### src/rtl/spi_slave_rx_tx.sv
// spi_slave_rx_tx
// SPI responder for the byte-counted SPI master. sck, cs_n and mosi are
// oversampled on clk through SYNC_STAGES-deep synchronisers; all four
// {CPOL,CPHA} modes are supported. tx_data is shifted out MSB-first on miso
// while mosi bits are assembled right-aligned into rx_data.
//
// Ports
//   clk        system clock (sck must be <= clk/8)
//   rst_n      asynchronous active-low reset
//   mode       {CPOL,CPHA}, latched at frame start
//   byte_num   frame length in bytes (0 -> 1, >MAX_BYTES -> MAX_BYTES), latched at frame start
//   tx_data    response word, bits [N-1:0] sent MSB first, latched at frame start
//   sck        SPI clock from master (asynchronous)
//   cs_n       chip select, active low (asynchronous)
//   mosi       master-out data (asynchronous)
//   miso       slave-out data
//   miso_oe    miso output enable, high while a frame is open
//   rx_data    received word, right-aligned, held until the next rx_valid
//   rx_valid   one-clk pulse when rx_data takes a complete frame
//   busy       high from frame start until cs_n rises
//   frame_err  one-clk pulse when cs_n rises before all N bits were sampled
module spi_slave_rx_tx #(
  parameter int SYNC_STAGES = 2,
  parameter int MAX_BYTES   = 8
) (
  input  logic                   clk,
  input  logic                   rst_n,
  input  logic [1:0]             mode,
  input  logic [3:0]             byte_num,
  input  logic [8*MAX_BYTES-1:0] tx_data,
  input  logic                   sck,
  input  logic                   cs_n,
  input  logic                   mosi,
  output logic                   miso,
  output logic                   miso_oe,
  output logic [8*MAX_BYTES-1:0] rx_data,
  output logic                   rx_valid,
  output logic                   busy,
  output logic                   frame_err
);

  localparam int W = 8 * MAX_BYTES;
  // byte_num is 4 bits, so at most 15 bytes = 120 bits; 7 bits covers every count
  localparam int CW = 7;
  localparam logic [3:0] MAX_B = 4'(MAX_BYTES);

  typedef enum logic [1:0] {IDLE, SHIFT, DONE} state_t;

  state_t state, next_state;

  logic [SYNC_STAGES-1:0] sck_sync, cs_sync, mosi_sync;
  logic s_sck, s_cs_n, s_mosi, sck_d, cs_d;
  logic sck_rise, sck_fall, cs_fall, cs_rise;
  logic leading, trailing, sample_edge, shift_edge;

  logic          cpol_q, cpha_q;
  logic [CW-1:0] n_bits, bit_cnt, bit_cnt_inc, tx_left;
  logic [W-1:0]  rx_shift, tx_reg, tx_aligned;
  logic [3:0]    bytes_clamped;
  logic [CW-1:0] n_bits_next, align_sh;

  logic start, do_sample, do_shift, finish, abort, close;

  // cs_n synchroniser resets high so leaving reset never looks like a frame start
  always_ff @(posedge clk or negedge rst_n) begin
    if (!rst_n) begin
      sck_sync  <= '0;
      cs_sync   <= '1;
      mosi_sync <= '0;
      sck_d     <= 1'b0;
      cs_d      <= 1'b1;
    end else begin
      sck_sync  <= {sck_sync[SYNC_STAGES-2:0], sck};
      cs_sync   <= {cs_sync[SYNC_STAGES-2:0], cs_n};
      mosi_sync <= {mosi_sync[SYNC_STAGES-2:0], mosi};
      sck_d     <= s_sck;
      cs_d      <= s_cs_n;
    end
  end

  assign s_sck    = sck_sync[SYNC_STAGES-1];
  assign s_cs_n   = cs_sync[SYNC_STAGES-1];
  assign s_mosi   = mosi_sync[SYNC_STAGES-1];
  assign sck_rise = s_sck & ~sck_d;
  assign sck_fall = ~s_sck & sck_d;
  assign cs_fall  = ~s_cs_n & cs_d;
  assign cs_rise  = s_cs_n & ~cs_d;

  assign leading     = cpol_q ? sck_fall : sck_rise;
  assign trailing    = cpol_q ? sck_rise : sck_fall;
  assign sample_edge = cpha_q ? trailing : leading;
  assign shift_edge  = cpha_q ? leading : trailing;

  always_comb begin
    bytes_clamped = byte_num;
    if (byte_num == 4'd0)
      bytes_clamped = 4'd1;
    else if (byte_num > MAX_B)
      bytes_clamped = MAX_B;
  end

  // Left-align the frame so its bit N-1 sits in the MSB of the tx shifter
  assign n_bits_next = {bytes_clamped, 3'b000};
  assign align_sh    = CW'(W) - n_bits_next;
  assign tx_aligned  = tx_data << align_sh;
  assign bit_cnt_inc = bit_cnt + CW'(1);

  assign busy    = (state != IDLE);
  assign miso_oe = (state != IDLE);

  always_ff @(posedge clk or negedge rst_n) begin
    if (!rst_n) state <= IDLE;
    else        state <= next_state;
  end

  // A cs_n rise in SHIFT beats a coincident sample edge: the frame is aborted
  always_comb begin
    next_state = state;
    start      = 1'b0;
    do_sample  = 1'b0;
    do_shift   = 1'b0;
    finish     = 1'b0;
    abort      = 1'b0;
    close      = 1'b0;
    case (state)
      IDLE: begin
        if (cs_fall) begin
          start      = 1'b1;
          next_state = SHIFT;
        end
      end
      SHIFT: begin
        if (cs_rise) begin
          abort      = 1'b1;
          next_state = IDLE;
        end else begin
          if (sample_edge) begin
            do_sample = 1'b1;
            if (bit_cnt_inc == n_bits) begin
              finish     = 1'b1;
              next_state = DONE;
            end
          end
          if (shift_edge) do_shift = 1'b1;
        end
      end
      DONE: begin
        if (cs_rise) begin
          close      = 1'b1;
          next_state = IDLE;
        end
      end
      default: next_state = IDLE;
    endcase
  end

  // tx_left counts bits still to be driven. CPHA=0 puts bit N-1 on miso at
  // frame start; CPHA=1 waits for the first leading edge to drive it, so both
  // modes then advance exactly one bit per shift edge and hold the last bit.
  always_ff @(posedge clk or negedge rst_n) begin
    if (!rst_n) begin
      cpol_q    <= 1'b0;
      cpha_q    <= 1'b0;
      n_bits    <= '0;
      bit_cnt   <= '0;
      tx_left   <= '0;
      rx_shift  <= '0;
      tx_reg    <= '0;
      miso      <= 1'b0;
      rx_data   <= '0;
      rx_valid  <= 1'b0;
      frame_err <= 1'b0;
    end else begin
      rx_valid  <= 1'b0;
      frame_err <= 1'b0;
      if (start) begin
        cpol_q   <= mode[1];
        cpha_q   <= mode[0];
        n_bits   <= n_bits_next;
        bit_cnt  <= '0;
        rx_shift <= '0;
        if (mode[0]) begin
          tx_reg  <= tx_aligned;
          tx_left <= n_bits_next;
          miso    <= 1'b0;
        end else begin
          tx_reg  <= tx_aligned << 1;
          tx_left <= n_bits_next - CW'(1);
          miso    <= tx_aligned[W-1];
        end
      end
      if (do_sample) begin
        rx_shift <= {rx_shift[W-2:0], s_mosi};
        bit_cnt  <= bit_cnt_inc;
      end
      if (finish) begin
        rx_data  <= {rx_shift[W-2:0], s_mosi};
        rx_valid <= 1'b1;
      end
      if (do_shift && (tx_left != '0)) begin
        miso    <= tx_reg[W-1];
        tx_reg  <= tx_reg << 1;
        tx_left <= tx_left - CW'(1);
      end
      if (abort) frame_err <= 1'b1;
      if (abort || close) miso <= 1'b0;
    end
  end

endmodule
### config.mk
export PLATFORM = sky130hd
export DESIGN_NAME = spi_slave_rx_tx
export DESIGN_NICKNAME = d
export VERILOG_FILES = /design/src/rtl/spi_slave_rx_tx.sv
export SDC_FILE = /design/constraint.sdc
export NUM_CORES = 1
export LEC_CHECK = 0
export CELL_PAD_IN_SITES_DETAIL_PLACEMENT = 0
export CELL_PAD_IN_SITES_GLOBAL_PLACEMENT = 1
export CORE_MARGIN = 1.5
export CORE_UTILIZATION = 48
export DETAILED_ROUTE_END_ITERATION = 7
export GPL_TIMING_DRIVEN = 0
export HOLD_SLACK_MARGIN = 0.12
export MAX_ROUTING_LAYER = met4
export PLACE_DENSITY_LB_ADDON = 0.1
export SLEW_MARGIN = 5
export SYNTH_ARGS = -nofsm -noshare
export SYNTH_HDL_FRONTEND = slang
export SYNTH_SLANG_ARGS = --single-unit
export TNS_END_PERCENT = 30
### constraint.sdc
create_clock -name clk -period 4.6 [get_ports clk]
set_input_delay 0.92 -clock clk [delete_from_list [all_inputs] [get_ports clk]]
set_output_delay 0.92 -clock clk [all_outputs]
set_load 0.01 [all_outputs]
==> results.env, run 1 <==
FINAL_PERIOD_MINUS_WORST_SETUP_SLACK_NS=4.65
PLACED_CELL_AREA_MM2=0.0141
ANTENNADIODECOUNT=0
NUMCLOCKSINKS=224
VIA_DENSITY=6.03
OUTCOME='finished with violations'
GRT_ANTENNA_BEFORE_REPAIR=0
POST_ROUTE_CELLS_DRIVE_ABOVE_1_SHARE=0.146
SYNTH-MAIN-FF-CELL='dfrtp_1'
TIMING.HOLD.WORST.CLASS='reg -> reg'
FINAL_DESIGN_AREA_NO_FILL_MM2=0.0149
POST-ROUTE-WORST-SETUP-SLACK_NS=-0.0474
CTS_INSERTED_BUFFERS=25
SYNTH.FF_LATCH_COUNT=224
CTS_TREE='yes'
FINAL-MAX-SLEW-VIOLATION-COUNT=0
GRT-OVFL-TOTAL=0
MOST_COMMON_CELL_IN_THE_SYNTHESIZED_NETLIST='dfrtp_1'
SYNTHESIS.AREA_MM2=0.0122
CTS.HOLD.BUFFERS_ADDED=0
CTSLONGESTPATHBUFFERS=3
MAX_CLOCK_FREQ_MHz=215
CTS-ROOT-BUF='clkbuf_16'
CLOCK_SKEW_NS=0.0276
SEQ_AREA_FRAC_SYNTH=0.459
CLK_TRANSITION_REPORTED_PATHS_NS=0.06
FINISH.NET_COUNT=1480
AVGSYNTHCELLAREA_UM2=9.90
CLOCK_TREE.HTREE_LEVEL_COUNT=1
TIMING.SETUP.TNS_NS=-0.0474
WORST_SLEW_MARGIN_REL=0.355
SYNTHDISTINCTLIBCELLS=84
WORSTPATHMAXFANOUT=10
GRT_SETUP_UNREPAIRED='true'
VIOLATIONS='negative setup slack'
SYNTHCELLS=1235
FLOORPLAN.ROWS=58
YS_ASYNC_SR_FRACTION=1.00
PLACEMENT.SETUP.WORST_SLACK_NS=-0.629
WIRE_PER_INST_UM=23.0
TOTAL_ROUTING_USAGE_GR=0.318
DRTANTENNAVIOLNETS=0
SEQUENCE_OF_CELLS_ON_THE_CRITICAL_PATH='clkdlybuf4s50_1 -> o21ba_1 -> buf_6 -> nor2_8 -> inv_2 -> buf_2 -> ha_1 -> buf_4 -> inv_1 -> clkbuf_1 -> a31oi_1 -> a221oi_2 -> o32ai_1 -> nor3_1'
NETLIST_TOP_CELLS_COUNT='221 x dfrtp_1, 203 x nand2_1, 87 x nand3_1, 78 x nor2_1, 66 x o21ai_0'
TIMING.CRITICAL_PATH.ARRIVAL_NS=5.09
CRITPATHTOPFAMILY='buffers and inverters'
ROUTED-VIA-COUNT=10500
DRT-PASS1-ITER-COUNT=5
MAX-CAP-VIOLATIONS=0
STATIC_LEAK_nW=6.92
SETUP-VIOLATIONS-FINAL=1
TIMING.CRITICAL_PATH.FROM_TYPE='input port'
GRT_FIRST_PASS_WIRELENGTH_UM=62300
TIMING_WORST_SETUP_PATH_TYPE='in -> reg'
SYNTH.NET_COUNT=1314
POWER-PER-CELL-AREA_mW_PER_MM2=404
WORST_IR_DROP_VDD_mV=0.352
POST-CTS-SETUP-BUFFERS=0
WORST_EP_REQUIRED_TIME_NS=5.05
GLOBALPLACE.CONGESTION=1.01
DRC=0
FP.DIEH_UM=163
CORE_MM2=0.0251
SYNTH_ENABLE_FLOP_CELLS=0
CRITICAL-PATH-SLOWEST-CELL='clkdlybuf4s50_1'
MAX_SLEW.WORST_PIN.SLEW_NS=0.964
SYNTH_TO_FINAL_AREA_CHANGE_PCT=22.2
DIEWIDTH_UM=163
CP_NUM_BUF_INV=7
VIA_COUNT_OF_THE_FIRST_GLOBAL_ROUTING_PASS=10300
CLK-INSERTION-DELAY-LATE_NS=0.53
FLOORPLAN.INITIALDENSITY=0.487
PORT_BUFFERS=138
YOSYS_WARNING_TOTAL=0
IO_PINS=144
DRT_FIRST_ITER_VIOLATIONS=1029
FINALCRITPERIODSHARE=1.01
SYNTH_TOP_AREA_CELL='dfrtp_1'
HPWL_UM=29900
LARGEST_NET_DEGREE_AT_THE_START_OF_GLOBAL_ROUTING=117
HOLD_FAILS_FINAL_RPT=0
ROUTE.FINAL.WIRE_LENGTH_UM=40200
SYNTH.AREA.TOP_CELLS='dfrtp_1 45%, nand2_1 6.2%, mux2_4 5.2%, mux2i_1 4.5%, mux2_2 3.6%'
SYNTH_LARGEST_TYPE_AREA_FRACTION=0.452
CRITICAL-PATH-MAX-STAGE-DELAY_NS=0.63
CP-END-KIND='flip-flop'
FLOORPLAN.DIE_AREA_MM2=0.0265
## repair_timing
action,4_1_cts,5_1_grt
cloned,0,0
resized for setup,2,4
endpoints found under the hold margin,0,0
endpoints found under the setup margin,4,20
## stage by stage
step,hold slack [ns],power [mW],utilization,instances
2_1_floorplan,0.331,3.41,-,1235
3_3_place_gp,0.336,3.93,0.559,1703
3_5_place_dp,0.337,3.95,0.560,1704
4_1_cts,0.356,6.04,0.595,1750
5_1_grt,0.360,6.32,0.595,1750
6_report,0.351,6.03,0.595,1750
## cells by family after synthesis
family / synth area share
fa+ha+maj: 0.00409
buf+inv: 0.0499
flops: 0.459
mux: 0.145
simple gates: 0.175
xor+xnor: 0.00931
compound gates: 0.158
## power breakdown
group / switching [mW] / internal, mW
clock network: 0.814 / 1.27
logic: 0.871 / 0.590
registers: 0.207 / 2.29
## cells in the final DEF, fill, tap and decap left out, types with 14 or more instances in the layout
cell type        Yosys  layout
nor2_1              78      78
mux2i_1             55      55
a221oi_1            27      26
nand3_1             87      87
clkbuf_1            40      40
nor3_1              23      23
dfrtp_1            221     221
clkdlybuf4s50_1      0     137
nand2_1            203     203
clkbuf_16            0      25
buf_2               21      21
a21oi_1             53      53
mux2_2              39      39
mux2_4              42      42
o21ai_0             66      66
or3_1               15      15
and3_1              17      17
o22ai_1             14      14
## final timing paths
path,end,cells after the start,startpoint,slack (ns)
worst max-delay path,tx_reg[52],14,byte_num[1],-0.05
worst min-delay path,sck_sync[1],0,sck_sync[0],0.35
worst max register to register,tx_reg[60],6,state[0],1.84
worst min register to register,sck_sync[1],0,sck_sync[0],0.35
max in group asynchronous,tx_reg[49],2,rst_n,3.07
min in group asynchronous,rx_data[46],1,rst_n,0.50
## routing by layer
layer  share of wire  global-route usage
met5               0                   -
met4           0.046               0.138
met3           0.064              0.0339
met2            0.47               0.508
met1            0.42               0.412
## area by class of cell
type	count	area, um2
multi-input combinational	899	6030
fill	2222	10200
clock buffer	33	716
sequential	224	5610
tap	330	413
clock inverter	13	155
buffer	99	566
timing repair buffer	139	1410
inverter	13	48.8
No activity file was read; power rests on OpenSTA's default activity.
==> inputs of run 2 (changes only) <==
--- a/config.mk
+++ b/config.mk
@@ -8,7 +8,7 @@
 export CELL_PAD_IN_SITES_DETAIL_PLACEMENT = 0
 export CELL_PAD_IN_SITES_GLOBAL_PLACEMENT = 1
 export CORE_MARGIN = 1.5
-export CORE_UTILIZATION = 48
+export CORE_UTILIZATION = 40
 export DETAILED_ROUTE_END_ITERATION = 7
 export GPL_TIMING_DRIVEN = 0
 export HOLD_SLACK_MARGIN = 0.12
==> constraint.sdc (replaced) <==
create_clock -name clk -period 5.5 [get_ports clk]
set_input_delay 1.1 -clock clk [delete_from_list [all_inputs] [get_ports clk]]
set_output_delay 1.1 -clock clk [all_outputs]
set_load 0.01 [all_outputs]
==> run 2 against run 1 <==
Effect of this change: the run now ends clean; final cell count increased by 3.6%; via count is 0.75% higher; clock power is 13% lower; flip-flop and latch count is the same; register-to-register slack gained 0.70 ns.
==> results.env, run 2 (synthesized netlist as in run 1, its figures left out) <==
DRT_FIRST_ITER_VIOLATIONS=956  # was 1,029
DRT-PASS1-ITER-COUNT=5  # unchanged
CTS_TREE='yes'  # unchanged
TIMING.CRITICAL_PATH.ARRIVAL_NS=5.40  # was 5.09 ns
CLOCK_SKEW_NS=0.00679  # was 0.0276 ns
CTS_INSERTED_BUFFERS=26  # was 25
LAYOUT.CELLS.MOST_COMMON='dfrtp_1'  # unchanged
FINISH.NET_COUNT=1482  # was 1,480
GRT_ANTENNA_BEFORE_REPAIR=0  # unchanged
TIMING.CRITICAL_PATH.FROM_TYPE='input port'  # unchanged
LARGEST_NET_DEGREE_AT_THE_START_OF_GLOBAL_ROUTING=118  # was 117
WORST_EP_REQUIRED_TIME_NS=5.88  # was 5.05 ns
NUMCLOCKSINKS=224  # unchanged
FINAL-MAX-SLEW-VIOLATION-COUNT=0  # unchanged
CTS-ROOT-BUF='clkbuf_16'  # unchanged
ROUTE.FINAL.WIRE_LENGTH_UM=41600  # was 40,200 um
GRT_SETUP_UNREPAIRED='false'  # was true
DRC=0  # unchanged
MAX_CLOCK_FREQ_MHz=199
TIMING.HOLD.WORST.CLASS='in -> async'  # was reg -> reg
HOLD_FAILS_FINAL_RPT=0  # unchanged
CTSLONGESTPATHBUFFERS=3  # unchanged
IO_PINS=144  # unchanged
FINAL_PERIOD_MINUS_WORST_SETUP_SLACK_NS=5.02
POST_CTS_RESIZED=0  # was 2
MAX_SLEW.WORST_PIN.SLEW_NS=1.38  # was 0.964 ns
PORT_BUFFERS=138  # unchanged
POST_ROUTE_CELLS_DRIVE_ABOVE_1_SHARE=0.143  # was 0.146
CP-END-KIND='flip-flop'  # unchanged
SETUP-VIOLATIONS-FINAL=0  # was 1
WORST_SLEW_MARGIN_REL=0.0713  # was 0.355
MAX-CAP-VIOLATIONS=0  # unchanged
HPWL_UM=30900  # was 29,900 um
GROUTE.LAYER.MET2.USAGE=0.427  # was 0.508
FLOORPLAN.INITIALDENSITY=0.409  # was 0.487
HOLD-WORST-SLACK_NS=0.332  # was 0.351 ns
FLOORPLAN.DIE_AREA_MM2=0.0316  # was 0.0265 mm2
TOTAL_ROUTING_USAGE_GR=0.275  # was 0.318
WORSTPATHMAXFANOUT=10  # unchanged
DRTANTENNAVIOLNETS=0  # unchanged
FP.DIEH_UM=178  # was 163 um
CLK_TRANSITION_REPORTED_PATHS_NS=0.06  # about the same
VIA_DENSITY=5.86  # was 6.03
GLOBALPLACE.CONGESTION=0.969  # was 1.01
FLOORPLAN.ROWS=63  # was 58
FINALCRITPERIODSHARE=0.913
GRT_FIRST_PASS_WIRELENGTH_UM=63800  # was 62,300 um
WIRE_PER_INST_UM=22.9  # was 23.0 um
GROUTE.LAYER.MET1.USAGE=0.349  # was 0.412
SYNTH_TO_FINAL_AREA_CHANGE_PCT=23.2  # was 22.2%
VIA_COUNT_OF_THE_FIRST_GLOBAL_ROUTING_PASS=10500  # was 10.3k
TIMING_WORST_SETUP_PATH_TYPE='in -> reg'  # unchanged
POST-CTS-SETUP-BUFFERS=0  # unchanged
CTS.HOLD.BUFFERS_ADDED=0  # unchanged
GRT-OVFL-TOTAL=0  # unchanged
CLK-INSERTION-DELAY-LATE_NS=0.53  # about the same
ANTENNADIODECOUNT=0  # unchanged
STATIC_LEAK_nW=6.93  # was 6.92 nW
COMMONEST_NON_FILL_NON_TAP_CELLS_IN_THE_LAYOUT='221 x dfrtp_1, 203 x nand2_1, 137 x clkdlybuf4s50_1, 87 x nand3_1, 78 x nor2_1'  # unchanged
POWER-PER-CELL-AREA_mW_PER_MM2=339  # was 404 mW/mm2
ROUTED-VIA-COUNT=10600  # was 10.5k
DIEWIDTH_UM=178  # was 163 um
POST-LAYOUT-TOTAL-POWER_mW=5.11  # was 6.03 mW
CORE_MM2=0.0299  # was 0.0251 mm2
CLOCK_TREE.HTREE_LEVEL_COUNT=1  # unchanged
GLOBALROUTE.BUSIESTLAYER='met2'  # unchanged
GLOBAL_ROUTE.USAGE.MET3=0.0298  # was 0.0339
WORST_IR_DROP_VDD_mV=0.239  # was 0.352 mV
OUTCOME='finished, final reports clean'  # was finished with violations
-- run 2: changes by cell type in the layout (fill, tap and decap cells not counted), moves of 2 or more --
cell,delta
clkbuf_1,+3
clkbuf_2,-3
clkinv_4,-2
clkinvlp_4,+2
-- run 2: power by group --
group / leakage [nW] / switching (mW) / internal, mW
sequential: 2.96 / 0.171 / 1.91
clock: 0.445 / 0.706 / 1.09
combinational: 3.53 / 0.734 / 0.495
-- run 2: layer usage --
layer	up-vias	share of wire
met4	0	0.065
met1	5233	0.43
met2	427	0.45
met3	132	0.052
li1	4834	-
met5	-	0
-- run 2: worst paths after layout --
check / from / slack (ns) / cells past startpoint / to
worst max-delay path: byte_num[1] / 0.48 / 14 / tx_reg[56]
worst max register to register: state[0] / 2.54 / 7 / tx_reg[34]
worst min register to register: mosi_sync[0] / 0.35 / 0 / mosi_sync[1]
max in group asynchronous: rst_n / 3.91 / 3 / tx_reg[36]
min in group clk: mosi_sync[0] / 0.35 / 0 / mosi_sync[1]
worst min-delay path: rst_n / 0.33 / 1 / rx_data[50]
-- run 2: per-stage QoR --
step / TNS, ns / cell area [um2] / util / worst slack (ns) / std cells
CTS: 0 / 15100 / 0.504 / 0.604 / 1813
global placement: -1436.01 / 14100 / 0.472 / -6.49 / 1763
finish: 0 / 15100 / 0.504 / 0.476 / 1813
global route: 0 / 15100 / 0.504 / 0.438 / 1813
floorplan: 0 / 12200 / - / 1.79 / 1235
detailed placement: 0 / 14200 / 0.474 / 0.0754 / 1765
-- run 2: worst max-delay path: stages --
cell             delay, ns
clkdlybuf4s50_1       0.74
o21ba_1               0.21
buf_6                 0.17
nor2_8                0.08
inv_2                 0.17
buf_2                 0.38
ha_1                  0.22
buf_4                 0.18
buf_4                 0.19
buf_4                 0.21
nor2_1                0.10
o41ai_1               1.20
o22a_1                0.33
a211oi_1              0.09
-- run 2: cell type report --
type | count | area (um2)
flip-flops and latches | 224 | 5610
fillers | 2827 | 14800
plain buffers | 99 | 562
repair buffers | 140 | 1440
clock buffers | 35 | 744
inverters | 13 | 48.8
multi-input cells | 899 | 6010
clock inverters | 13 | 164
well taps | 390 | 488
==> inputs of run 3 (changes only) <==
--- a/config.mk
+++ b/config.mk
@@ -10,10 +10,13 @@
 export CORE_MARGIN = 1.5
 export CORE_UTILIZATION = 40
 export DETAILED_ROUTE_END_ITERATION = 7
+export GPL_ROUTABILITY_DRIVEN = 0
 export GPL_TIMING_DRIVEN = 0
 export HOLD_SLACK_MARGIN = 0.12
 export MAX_ROUTING_LAYER = met4
 export PLACE_DENSITY_LB_ADDON = 0.1
+export RECOVER_POWER = 100
+export REMOVE_ABC_BUFFERS = 1
 export SLEW_MARGIN = 5
 export SYNTH_ARGS = -nofsm -noshare
 export SYNTH_HDL_FRONTEND = slang
==> run 3 against run 2 <==
Effect of this change: the run now ends with max-capacitance violations, max-slew violations left; clock skew grew 0.0058 ns; final cell count shrank 3.7%; wire length shrank 12%; clock power is essentially flat; design area shrank 2.2%; count of clock-buffer cells in the layout grew 6; combinational power shrank 6%; power shrank 1.1%; via count shrank 3.9%; global-route usage shrank 3.6 points; sequential power is essentially flat; critical path depth shrank 3.
==> results.env, run 3 (synthesized netlist as in run 1, its figures left out) <==
OUTCOME='finished with violations'  # was finished, final reports clean
VIOLATIONS='max-capacitance violations, max-slew violations'
CLK_TRANSITION_REPORTED_PATHS_NS=0.06  # about the same
WIRE_PER_INST_UM=21.0  # was 22.9 um
WORST_SLEW_MARGIN_REL=-1.12  # was 0.0713
ANTENNADIODECOUNT=0  # unchanged
LAYOUT.CELLS.MOST_COMMON='dfrtp_1'  # unchanged
DPL_CELLS=1695  # was 1,765
STATIC_LEAK_nW=6.93  # about the same
CP-END-KIND='flip-flop'  # unchanged
WORST_IR_DROP_VDD_mV=0.192  # was 0.239 mV
GRT_SETUP_UNREPAIRED='false'  # unchanged
CORE_MM2=0.0299  # unchanged
FP.DIEH_UM=178  # unchanged
GRT_ANTENNA_BEFORE_REPAIR=0  # unchanged
WORST_EP_REQUIRED_TIME_NS=5.90  # was 5.88 ns
FINAL_PERIOD_MINUS_WORST_SETUP_SLACK_NS=5.25  # was 5.02 ns
CTS_TREE='yes'  # unchanged
TIMING.HOLD.WORST.CLASS='reg -> reg'  # was in -> async
TIMING_WORST_SETUP_PATH_TYPE='in -> reg'  # unchanged
TIMING.CRITICAL_PATH.ARRIVAL_NS=5.65  # was 5.40 ns
MAX-CAP-VIOLATIONS=4  # was 0
FILLER_CELL_COUNT=2872  # was 2,827
VIA_DENSITY=5.85  # was 5.86
DIEWIDTH_UM=178  # unchanged
NUMCLOCKSINKS=224  # unchanged
MAX_SLEW.WORST_PIN.SLEW_NS=3.18  # was 1.38 ns
SETUP-VIOLATIONS-FINAL=0  # unchanged
CLOCK_SKEW_NS=0.0126  # was 0.00679 ns
ROUTED-VIA-COUNT=10200  # was 10.6k
FINISH.NET_COUNT=1416  # was 1,482
TIMING.CRITICAL_PATH.FROM_TYPE='input port'  # unchanged
PORT_BUFFERS=143  # was 138
ROUTE.FINAL.WIRE_LENGTH_UM=36700  # was 41,600 um
HPWL_UM=25300  # was 30,900 um
GROUTE.LAYER.MET2.USAGE=0.380  # was 0.427
IO_PINS=144  # unchanged
TOTAL_ROUTING_USAGE_GR=0.239  # was 0.275
SYNTH_TO_FINAL_AREA_CHANGE_PCT=20.5  # was 23.2%
DRT_FIRST_ITER_VIOLATIONS=939  # was 956
GRT_FIRST_PASS_WIRELENGTH_UM=57600  # was 63,800 um
CTS_INSERTED_BUFFERS=26  # unchanged
LARGEST_NET_DEGREE_AT_THE_START_OF_GLOBAL_ROUTING=93  # was 118
COMMONEST_NON_FILL_NON_TAP_CELLS_IN_THE_LAYOUT='221 x dfrtp_1, 203 x nand2_1, 87 x nand3_1, 77 x nor2_1, 74 x dlygate4sd3_1'  # was 221 x dfrtp_1, 203 x nand2_1, 137 x clkdlybuf4s50_1, 87 x nand3_1, 78 x nor2_1
HOLD-WORST-SLACK_NS=0.349  # was 0.332 ns
CLK-INSERTION-DELAY-LATE_NS=0.53  # about the same
DRT-PASS1-ITER-COUNT=6  # was 5
CTSLONGESTPATHBUFFERS=3  # unchanged
FLOORPLAN.DIE_AREA_MM2=0.0316  # unchanged
GROUTE.LAYER.MET1.USAGE=0.316  # was 0.349
DRC=0  # unchanged
DRTANTENNAVIOLNETS=0  # unchanged
CLOCK_TREE.HTREE_LEVEL_COUNT=1  # unchanged
WORSTPATHMAXFANOUT=24  # was 10
POWER-PER-CELL-AREA_mW_PER_MM2=343  # was 339 mW/mm2
POST-LAYOUT-TOTAL-POWER_mW=5.06  # was 5.11 mW
GRT-OVFL-TOTAL=0  # unchanged
FINALCRITPERIODSHARE=0.955  # was 0.913
GLOBAL_ROUTE.USAGE.MET3=0.0300  # was 0.0298
CTS-ROOT-BUF='clkbuf_16'  # unchanged
FLOORPLAN.ROWS=63  # unchanged
FLOORPLAN.INITIALDENSITY=0.409  # unchanged
POST_ROUTE_CELLS_DRIVE_ABOVE_1_SHARE=0.0973  # was 0.143
GLOBALROUTE.BUSIESTLAYER='met2'  # unchanged
TIMING.SETUP.TNS_NS=0  # unchanged
VIA_COUNT_OF_THE_FIRST_GLOBAL_ROUTING_PASS=9876  # was 10.5k
MAX_CLOCK_FREQ_MHz=190  # was 199 MHz
FINAL-MAX-SLEW-VIOLATION-COUNT=179  # was 0
HOLD_FAILS_FINAL_RPT=0  # unchanged
NUMBER_OF_STANDARD_CELLS_IN_THE_LAYOUT_TAPS_IN_AND_FILLERS_OUT=1746  # was 1,813
-- run 3: report_power, final --
part | internal, mW | total, mW | leakage, nW | switching, mW
combinational | 0.486 | 1.16 | 3.53 | 0.677
clock | 1.12 | 1.81 | 0.439 | 0.691
sequential | 1.91 | 2.09 | 2.96 | 0.176
total | 3.51 | 5.06 | 6.93 | 1.54
-- run 3: layout make-up --
type / instances / area [um2] / share of cell area
clock inverter: 6 / 105 / 0.00713
multi-input combinational: 900 / 5920 / 0.402
sequential: 224 / 5610 / 0.381
tap: 390 / 488 / 0.0331
timing repair inverter: 1 / 5.00 / 0.000340
timing repair buffer: 171 / 1770 / 0.120
inverter: 13 / 52.6 / 0.00357
clock buffer: 41 / 788 / 0.0535
-- run 3: worst max-delay path, cell delays in order --
cell	delay, ns
dlygate4sd3_1	1.02
o21ba_2	0.48
nor2_8	0.21
inv_2	0.51
ha_4	0.43
xnor2_4	0.18
clkbuf_1	0.45
mux2_1	0.43
a221oi_2	0.32
nor2_1	0.09
o32a_1	0.40
-- run 3: routing by layer --
metal,up-vias,part of all wire
met5,-,0
met4,0,0.029
met3,62,0.060
met2,384,0.47
met1,5051,0.44
li1,4716,-
-- run 3: path summary, 6_finish.rpt --
path,startpoint,end,slack [ns],cells past startpoint
min reg2reg,mosi_sync[0],mosi_sync[1],0.35,0
max reg2reg,cs_d,rx_data[39],1.05,9
min,mosi_sync[0],mosi_sync[1],0.35,0
max,byte_num[2],tx_reg[38],0.25,11
min in group asynchronous,rst_n,rx_valid,1.61,1
max in group asynchronous,rst_n,rx_data[6],1.17,2
-- run 3: through the flow --
step	utilization	worst slack [ns]	instance area, um2
after global placement	0.455	-6.72	13600
final	0.493	0.250	14700
after floorplan	-	-2.06	11700
after detailed placement	0.472	-0.838	14100
after CTS	0.502	0.0568	15000
after global routing	0.493	0.123	14700
-- run 3: what timing repair did --
action	4_1_cts	5_1_grt
pin swaps	2	1
cloned	1	1
setup buffers	2	0
gates resized for setup	0	3
setup endpoints to repair	24	31
hold buffers	0	0
